===== src/rtl/nic_pkg.sv =====
// Shared constants for the cardinal NIC: PE register map and status-word field positions.
// Field positions count up from the last bus bit: offset k sits on bit PAC_WIDTH-1-k.
package nic_pkg;

    localparam logic [1:0] ADDR_IN_DATA  = 2'b00;
    localparam logic [1:0] ADDR_IN_STAT  = 2'b01;
    localparam logic [1:0] ADDR_OUT_DATA = 2'b10;
    localparam logic [1:0] ADDR_OUT_STAT = 2'b11;

    localparam int STAT_IN_NONEMPTY = 0;
    localparam int STAT_IN_FULL     = 1;
    localparam int STAT_IN_COUNT    = 2;

    localparam int STAT_EVEN_FULL   = 0;
    localparam int STAT_ODD_FULL    = 1;
    localparam int STAT_OVF         = 2;

endpackage


===== src/rtl/nic_fifo.sv =====
// Synchronous FIFO, head visible one cycle after push, combinational read port.
// Push while full and pop while empty are ignored; push+pop when not full both take effect.
module nic_fifo #(
    parameter int WIDTH = 64,
    parameter int DEPTH = 4
) (
    input  logic                     clk,
    input  logic                     rst_n,
    input  logic                     push,
    input  logic                     pop,
    input  logic [WIDTH-1:0]         wdata,
    output logic [WIDTH-1:0]         rdata,
    output logic                     full,
    output logic                     empty,
    output logic [$clog2(DEPTH):0]   count
);

    localparam int PW = $clog2(DEPTH);
    localparam int CW = PW + 1;

    logic [WIDTH-1:0] mem_q [DEPTH];
    logic [PW-1:0]    wr_ptr_q, wr_ptr_d;
    logic [PW-1:0]    rd_ptr_q, rd_ptr_d;
    logic [CW-1:0]    count_q, count_d;
    logic             do_push, do_pop;

    always_comb begin
        full     = (count_q == CW'(DEPTH));
        empty    = (count_q == '0);
        do_push  = push & ~full;
        do_pop   = pop & ~empty;
        wr_ptr_d = wr_ptr_q;
        rd_ptr_d = rd_ptr_q;
        // Power-of-two depth lets the pointers wrap by natural overflow.
        if (do_push) wr_ptr_d = wr_ptr_q + PW'(1);
        if (do_pop)  rd_ptr_d = rd_ptr_q + PW'(1);
        count_d  = count_q + CW'(do_push) - CW'(do_pop);
    end

    always_ff @(posedge clk or negedge rst_n) begin
        if (!rst_n) begin
            wr_ptr_q <= '0;
            rd_ptr_q <= '0;
            count_q  <= '0;
        end else begin
            wr_ptr_q <= wr_ptr_d;
            rd_ptr_q <= rd_ptr_d;
            count_q  <= count_d;
        end
    end

    always_ff @(posedge clk) begin
        if (do_push) mem_q[wr_ptr_q] <= wdata;
    end

    assign rdata = mem_q[rd_ptr_q];
    assign count = count_q;

endmodule


===== src/rtl/cardinal_nic_vc.sv =====
// Cardinal NIC with even/odd virtual-channel output queues; register reads are combinational, FIFO latency one cycle.
// Network input throttled by net_ri (input FIFO not full); output VC chosen by router polarity, popped on net_so.
module cardinal_nic_vc
    import nic_pkg::*;
#(
    parameter int PAC_WIDTH = 64,
    parameter int IN_DEPTH  = 4,
    parameter int OUT_DEPTH = 2
) (
    input  logic                 clk,
    input  logic                 reset_n,
    input  logic [0:1]           addr,
    input  logic [0:PAC_WIDTH-1] d_in,
    output logic [0:PAC_WIDTH-1] d_out,
    input  logic                 nicEn,
    input  logic                 nicWrEn,
    input  logic                 net_si,
    output logic                 net_ri,
    input  logic [0:PAC_WIDTH-1] net_di,
    output logic                 net_so,
    input  logic                 net_ro,
    output logic [0:PAC_WIDTH-1] net_do,
    input  logic                 net_polarity
);

    localparam int IN_CW  = $clog2(IN_DEPTH) + 1;
    localparam int OUT_CW = $clog2(OUT_DEPTH) + 1;

    logic [PAC_WIDTH-1:0] in_head, even_head, odd_head;
    logic                 in_full, in_empty, even_full, even_empty, odd_full, odd_empty;
    logic [IN_CW-1:0]     in_count;
    logic [OUT_CW-1:0]    even_count, odd_count;

    logic                 rd_en, wr_en, in_push, in_pop, out_wr, even_push, odd_push;
    logic                 even_pop, odd_pop, ovf_set, stat_rd;
    logic                 ovf_q, ovf_d;
    logic [PAC_WIDTH-1:0] in_stat, out_stat;

    nic_fifo #(.WIDTH(PAC_WIDTH), .DEPTH(IN_DEPTH)) u_in_fifo (
        .clk(clk), .rst_n(reset_n), .push(in_push), .pop(in_pop), .wdata(net_di),
        .rdata(in_head), .full(in_full), .empty(in_empty), .count(in_count)
    );

    nic_fifo #(.WIDTH(PAC_WIDTH), .DEPTH(OUT_DEPTH)) u_even_fifo (
        .clk(clk), .rst_n(reset_n), .push(even_push), .pop(even_pop), .wdata(d_in),
        .rdata(even_head), .full(even_full), .empty(even_empty), .count(even_count)
    );

    nic_fifo #(.WIDTH(PAC_WIDTH), .DEPTH(OUT_DEPTH)) u_odd_fifo (
        .clk(clk), .rst_n(reset_n), .push(odd_push), .pop(odd_pop), .wdata(d_in),
        .rdata(odd_head), .full(odd_full), .empty(odd_empty), .count(odd_count)
    );

    // net_ri is forced low during reset since the cleared input FIFO would otherwise look ready.
    assign net_ri  = reset_n & ~in_full;
    assign in_push = net_si & net_ri;

    always_comb begin
        rd_en     = nicEn & ~nicWrEn;
        wr_en     = nicEn & nicWrEn;
        in_pop    = rd_en & (addr == ADDR_IN_DATA) & ~in_empty;
        stat_rd   = rd_en & (addr == ADDR_OUT_STAT);
        out_wr    = wr_en & (addr == ADDR_OUT_DATA);
        even_push = out_wr & ~d_in[0];
        odd_push  = out_wr & d_in[0];
        ovf_set   = (even_push & even_full) | (odd_push & odd_full);
        ovf_d     = ovf_q;
        if (stat_rd) ovf_d = 1'b0;
        if (ovf_set) ovf_d = 1'b1;
    end

    always_ff @(posedge clk or negedge reset_n) begin
        if (!reset_n) ovf_q <= 1'b0;
        else          ovf_q <= ovf_d;
    end

    always_comb begin
        in_stat                             = '0;
        in_stat[STAT_IN_NONEMPTY]           = ~in_empty;
        in_stat[STAT_IN_FULL]               = in_full;
        in_stat[STAT_IN_COUNT +: IN_CW]     = in_count;
        out_stat                            = '0;
        out_stat[STAT_EVEN_FULL]            = even_full;
        out_stat[STAT_ODD_FULL]             = odd_full;
        out_stat[STAT_OVF]                  = ovf_q;
        d_out = '0;
        if (rd_en) begin
            case (addr)
                ADDR_IN_DATA:  d_out = in_empty ? '0 : in_head;
                ADDR_IN_STAT:  d_out = in_stat;
                ADDR_OUT_STAT: d_out = out_stat;
                default:       d_out = '0;
            endcase
        end
    end

    // Polarity 1 serves the even VC, 0 the odd VC; the idle VC cannot stall the served one.
    always_comb begin
        if (net_polarity) begin
            net_so = net_ro & (even_count != '0);
            net_do = even_empty ? '0 : even_head;
        end else begin
            net_so = net_ro & (odd_count != '0);
            net_do = odd_empty ? '0 : odd_head;
        end
        even_pop = net_so & net_polarity;
        odd_pop  = net_so & ~net_polarity;
    end

endmodule

===== config.mk =====
export PLATFORM = sky130hd
export DESIGN_NAME = cardinal_nic_vc
export DESIGN_NICKNAME = d
export VERILOG_FILES = /design/src/rtl/nic_pkg.sv /design/src/rtl/nic_fifo.sv /design/src/rtl/cardinal_nic_vc.sv
export SDC_FILE = /design/constraint.sdc
export NUM_CORES = 1
export LEC_CHECK = 0
export BUFFER_PORTS_ARGS = -buffer_cell sky130_fd_sc_hd__buf_2
export CORE_ASPECT_RATIO = 0.6
export CORE_MARGIN = 2
export CORE_UTILIZATION = 52
export CTS_CLUSTER_SIZE = 16
export DETAILED_ROUTE_END_ITERATION = 8
export PLACE_DENSITY = 0.85
export SLEW_MARGIN = 20
export SYNTH_ARGS = -nofsm -noshare
export SYNTH_HDL_FRONTEND = slang
export SYNTH_HIERARCHICAL = 1
export SYNTH_SLANG_ARGS = --single-unit

===== constraint.sdc =====
create_clock -name clk -period 4.1 [get_ports clk]
set_input_delay 0.205 -clock clk [delete_from_list [all_inputs] [get_ports clk]]
set_output_delay 0.205 -clock clk [all_outputs]
set_load 0.01 [all_outputs]

==> report_table.html <==
<table>
<tr><th>Metric</th><th>Value</th></tr>
<tr><th colspan="2">Floorplan</th></tr>
<tr><td>Core Region</td><td>0.0402 mm²</td></tr>
<tr><td>Die Area</td><td>0.0421 mm²</td></tr>
<tr><td>Number of standard-cell rows in the floorplan</td><td>57</td></tr>
<tr><td>Initial Utilization</td><td>0.524</td></tr>
<tr><td>Num ports</td><td>267</td></tr>
<tr><td>Die Ht</td><td>160 µm</td></tr>
<tr><td>Horiz. Die Dim</td><td>264 µm</td></tr>
<tr><th colspan="2">Setup path</th></tr>
<tr><td>Cell Chain, Critical Path</td><td>mux4_2, o21ai_0, a21oi_1, buf_2</td></tr>
<tr><td>Worst Path Arrival</td><td>2.75 ns</td></tr>
<tr><td>Slowest CP cell</td><td>dfrtp_4</td></tr>
<tr><td>Largest delay share family, worst path</td><td>flip-flops</td></tr>
<tr><td>Reg2reg setup slack</td><td>1.37 ns</td></tr>
<tr><td>Crit-path max cell delay</td><td>1.00 ns</td></tr>
<tr><td>Path depth of the worst reg2reg path</td><td>10</td></tr>
<tr><td>Origin of the worst setup path</td><td>u_in_fifo/rd_ptr_q[0]</td></tr>
<tr><td>Crit Reg-Reg Startpoint</td><td>u_in_fifo/count[2]</td></tr>
<tr><td>Buf/Inv on CP</td><td>1</td></tr>
<tr><td>Worst Setup End Kind</td><td>output port</td></tr>
<tr><td>CP startpoint kind</td><td>flip-flop</td></tr>
<tr><td>Worst endpoint required time</td><td>3.89 ns</td></tr>
<tr><td>Critical path fanouts, max</td><td>43</td></tr>
<tr><td>Class of the most critical setup path</td><td>flip-flop to output port</td></tr>
<tr><td>Reg2Reg Capture Point</td><td>u_in_fifo/count[2]</td></tr>
<tr><th colspan="2">Job</th></tr>
<tr><td># Max-Cap Violations</td><td>0</td></tr>
<tr><th colspan="2">Timing</th></tr>
<tr><td>Achievable frequency</td><td>339 MHz</td></tr>
<tr><td>Final Max Slew Viols</td><td>0</td></tr>
<tr><td>Worst hold slack</td><td>0.0399 ns</td></tr>
<tr><td>Final critical-path share of the clock period</td><td>0.720</td></tr>
<tr><td>Setup repair after global routing missed its margin</td><td>false</td></tr>
<tr><td>Fin. Hold Viols</td><td>0</td></tr>
<tr><td>Final WS setup</td><td>1.15 ns</td></tr>
<tr><td>Post-Route Skew</td><td>0.0177 ns</td></tr>
<tr><td>Setup violation total in the final timing report</td><td>0</td></tr>
<tr><td>Relative max-transition margin</td><td>0.262</td></tr>
<tr><td>Fin Setup TNS</td><td>0 ns</td></tr>
<tr><td>Slew at the pin closest to its max-slew limit</td><td>1.11 ns</td></tr>
<tr><td>Tmin final</td><td>2.95 ns</td></tr>
<tr><th colspan="2">Global route</th></tr>
<tr><td>Overflow after GRT</td><td>0</td></tr>
<tr><td>Number of antenna violations at the first check in global routing</td><td>5</td></tr>
<tr><td>Maximum number of pins on one net before global-route repair</td><td>65</td></tr>
<tr><td>First-pass GRT wire length</td><td>67.6 mm</td></tr>
<tr><td>Number of global-route vias before repair</td><td>11,500</td></tr>
<tr><td>Global-route total usage across every layer</td><td>0.208</td></tr>
<tr><th colspan="2">Synth</th></tr>
<tr><td>Number of library cell types mapped by synthesis</td><td>41</td></tr>
<tr><td>Syn_area_per_cell</td><td>21.2 µm²</td></tr>
<tr><td>Post-synth ARST share</td><td>0.0303</td></tr>
<tr><td>Count of flip-flops with a built-in enable after synthesis</td><td>512</td></tr>
<tr><td>Post-synthesis sequential area ratio</td><td>0.750</td></tr>
<tr><td>Register bit count reported by yosys</td><td>528</td></tr>
<tr><td>Number of standard cells after synthesis</td><td>990</td></tr>
<tr><td>Cell accounting for the most synthesized area</td><td>edfxtp_1</td></tr>
<tr><td>Synth Cell Area</td><td>0.0210 mm²</td></tr>
<tr><td>Area share of the leading cell type in the synthesized netlist</td><td>0.731</td></tr>
<tr><td>Top post-synthesis cells by area</td><td>edfxtp_1 (73%), mux2_4 (7.1%), mux4_2 (6.9%)</td></tr>
<tr><td>Post-synth top flop</td><td>edfxtp_1</td></tr>
<tr><td>Number of nets in the synthesized netlist</td><td>1,138</td></tr>
<tr><td>Number of warnings printed during yosys synthesis</td><td>6</td></tr>
<tr><th colspan="2">Route</th></tr>
<tr><td>Sum of routed wire length over all layers</td><td>43.7 mm</td></tr>
<tr><td>Number of nets still failing antenna checks after routing</td><td>0</td></tr>
<tr><td>Initial drt markers</td><td>725</td></tr>
<tr><td>First drt pass iteration count</td><td>5</td></tr>
<tr><td>DRC errors left</td><td>0</td></tr>
<tr><td>Via density</td><td>5.48</td></tr>
<tr><td>Post-DR wirelength/cell</td><td>22.1 µm</td></tr>
<tr><td>Vias after detailed routing</td><td>10,800</td></tr>
<tr><th colspan="2">Min path</th></tr>
<tr><td>Worst min-delay path category</td><td>input port to flip-flop</td></tr>
<tr><td>Hold Path Stages</td><td>4</td></tr>
<tr><td>Start point of the worst min-delay path</td><td>nicEn</td></tr>
<tr><td>Sink of the worst hold path</td><td>ovf_q</td></tr>
<tr><th colspan="2">Place</th></tr>
<tr><td>Count of buffers inserted at the top-level ports</td><td>266</td></tr>
<tr><td>DPL Wire Length</td><td>25.9 mm</td></tr>
<tr><td>Worst slack at placement</td><td>1.43 ns</td></tr>
<tr><td>Post-Place Cells</td><td>1,759</td></tr>
<tr><td>Final weighted congestion of routability-driven global placement</td><td>0.794</td></tr>
<tr><td>Placed standard-cell area</td><td>0.0230 mm²</td></tr>
<tr><th colspan="2">Clock network</th></tr>
<tr><td>CTS Buffer Depth</td><td>3</td></tr>
<tr><td>Clock transition at the registers of the reported paths</td><td>0.07 ns</td></tr>
<tr><td>Clock Tree Root</td><td>clkbuf_16</td></tr>
<tr><td>CTS Sinks</td><td>528</td></tr>
<tr><td>Clock tree from TritonCTS</td><td>yes</td></tr>
<tr><td>Number of clock buffers inserted by TritonCTS</td><td>48</td></tr>
<tr><td>Resized cells post-CTS</td><td>0</td></tr>
<tr><td>H-tree Lvls</td><td>2</td></tr>
<tr><td>Latest clock arrival within the worst-skew pair</td><td>0.55 ns</td></tr>
<tr><th colspan="2">Pwr</th></tr>
<tr><td>Pleak</td><td>9.45 nW</td></tr>
<tr><td>IR Drop Worst-Case VDD</td><td>409 µV</td></tr>
<tr><td>Total power draw</td><td>14.6 mW</td></tr>
<tr><td>Cell area power density</td><td>569 mW/mm²</td></tr>
<tr><th colspan="2">Finish</th></tr>
<tr><td>Area Growth Syn to Fin</td><td>22.2%</td></tr>
<tr><td>Most common library cell in the layout ignoring fill and taps</td><td>edfxtp_1</td></tr>
<tr><td>Share of cells above drive strength 1</td><td>0.387</td></tr>
<tr><td>Commonest cells after routing, fill and taps aside</td><td>edfxtp_1 (512), buf_2 (266), dlygate4sd3_1 (130)</td></tr>
<tr><td>Number of nets in the layout</td><td>1,556</td></tr>
<tr><td>Final Cell Area</td><td>0.0257 mm²</td></tr>
<tr><td>Final standard cell utilization of the core</td><td>0.640</td></tr>
<tr><td>Number of fill cells in the layout</td><td>2,672</td></tr>
<tr><td>Final non-filler cell total</td><td>1,976</td></tr>
<tr><th colspan="2">Status</th></tr>
<tr><td>Status</td><td>finished clean</td></tr>
</table>
logic make-up after synthesis:
| family | Yosys count | share of synthesized area |
|---|---|---|
| buf+inv | 60 | 0.0189 |
| xor+xnor | 12 | 0.00500 |
| mux | 193 | 0.155 |
| flops | 528 | 0.750 |
| simple gates | 107 | 0.0319 |
| compound gates | 79 | 0.0321 |
| fa+ha+maj | 11 | 0.00690 |
metal layers:
layer | up-vias | track usage | part of all wire
met5 | - | 0 | 0.00037
met1 | 5558 | 0.275 | 0.40
met2 | 349 | 0.356 | 0.51
li1 | 4843 | - | -
met3 | 85 | 0.0392 | 0.054
met4 | 2 | 0.0642 | 0.027
area by class of cell:
type                       instances  area, µm²  area share
tap                              531        664      0.0259
clock buffer                      60       1270      0.0493
timing repair buffer             417       2850       0.111
inverter                          11       41.3     0.00161
multi-input combinational        402       4910       0.191
antenna                            4       10.0    0.000390
sequential                       528      15800       0.614
clock inverter                    23        166     0.00648
worst reg2reg max path: stages, from the launching register on:
cell and delay, ns:
dfrtp_1 0.51, nor3b_2 0.51, nor2b_1 0.11, and2_1 0.26, nand2b_1 0.12, ha_1 0.14
inv_1 0.04, ha_1 0.19, fa_1 0.42, xnor2_1 0.21, xnor2_1 0.14
Yosys cell counts, types with 2 or more instances:
cell         n
a211oi_1     2
a221oi_1     2
a22o_1      64
a22oi_1      2
and2_1      60
and3_1       2
and3b_1      4
buf_2       24
buf_4        2
buf_6       17
clkbuf_2     5
dfrtp_1     16
edfxtp_1   512
ha_1        10
inv_1       11
mux2_2      28
mux2_4     100
mux4_2      64
nand2_1      8
nand2b_1     6
nand3_1      2
nand4bb_1    2
nor2_1       9
nor2b_1      4
nor3_1       4
nor3b_1      2
o211ai_1     2
o31ai_1      3
xnor2_1     10
xor2_1       2
state kept, by name, indices dropped and copies added, names as in the netlist:
register	cells
u_in_fifo/mem_q	256
u_in_fifo/wr_ptr_q	2
u_in_fifo/rd_ptr_q	2
u_even_fifo/rd_ptr_q	1
u_odd_fifo/count	2
u_odd_fifo/mem_q	128
u_even_fifo/count	2
u_even_fifo/mem_q	128
ovf_q	1
u_odd_fifo/wr_ptr_q	1
u_even_fifo/wr_ptr_q	1
u_in_fifo/count	3
u_odd_fifo/rd_ptr_q	1
repair_timing:
item                                   CTS  global route
endpoints found under the hold margin  529             0
hold buffers                           130             0
buffers inserted                         0             0
how the worst max path moves through the flow:
| stage | slack, ns | cells past startpoint | endpoint |
|---|---|---|---|
| 2_1_floorplan | 0.08 | 5 | u_odd_fifo/mem_q[0][0] |
| 3_3_place_gp | 1.58 | 10 | u_in_fifo/count[2] |
| 3_5_place_dp | 1.43 | 10 | u_in_fifo/count[2] |
| 4_1_cts | 1.07 | 4 | d_out[30] |
| 5_1_grt | 0.94 | 4 | d_out[30] |
| 6_report | 1.15 | 4 | d_out[63] |
where the power goes:
| group | internal, mW | leakage [nW] | switching, mW |
|---|---|---|---|
| logic | 1.99 | 3.94 | 1.58 |
| registers | 6.35 | 4.81 | 0.534 |
| clock network | 2.31 | 0.701 | 1.86 |
No activity file was read; power rests on OpenSTA's default activity.
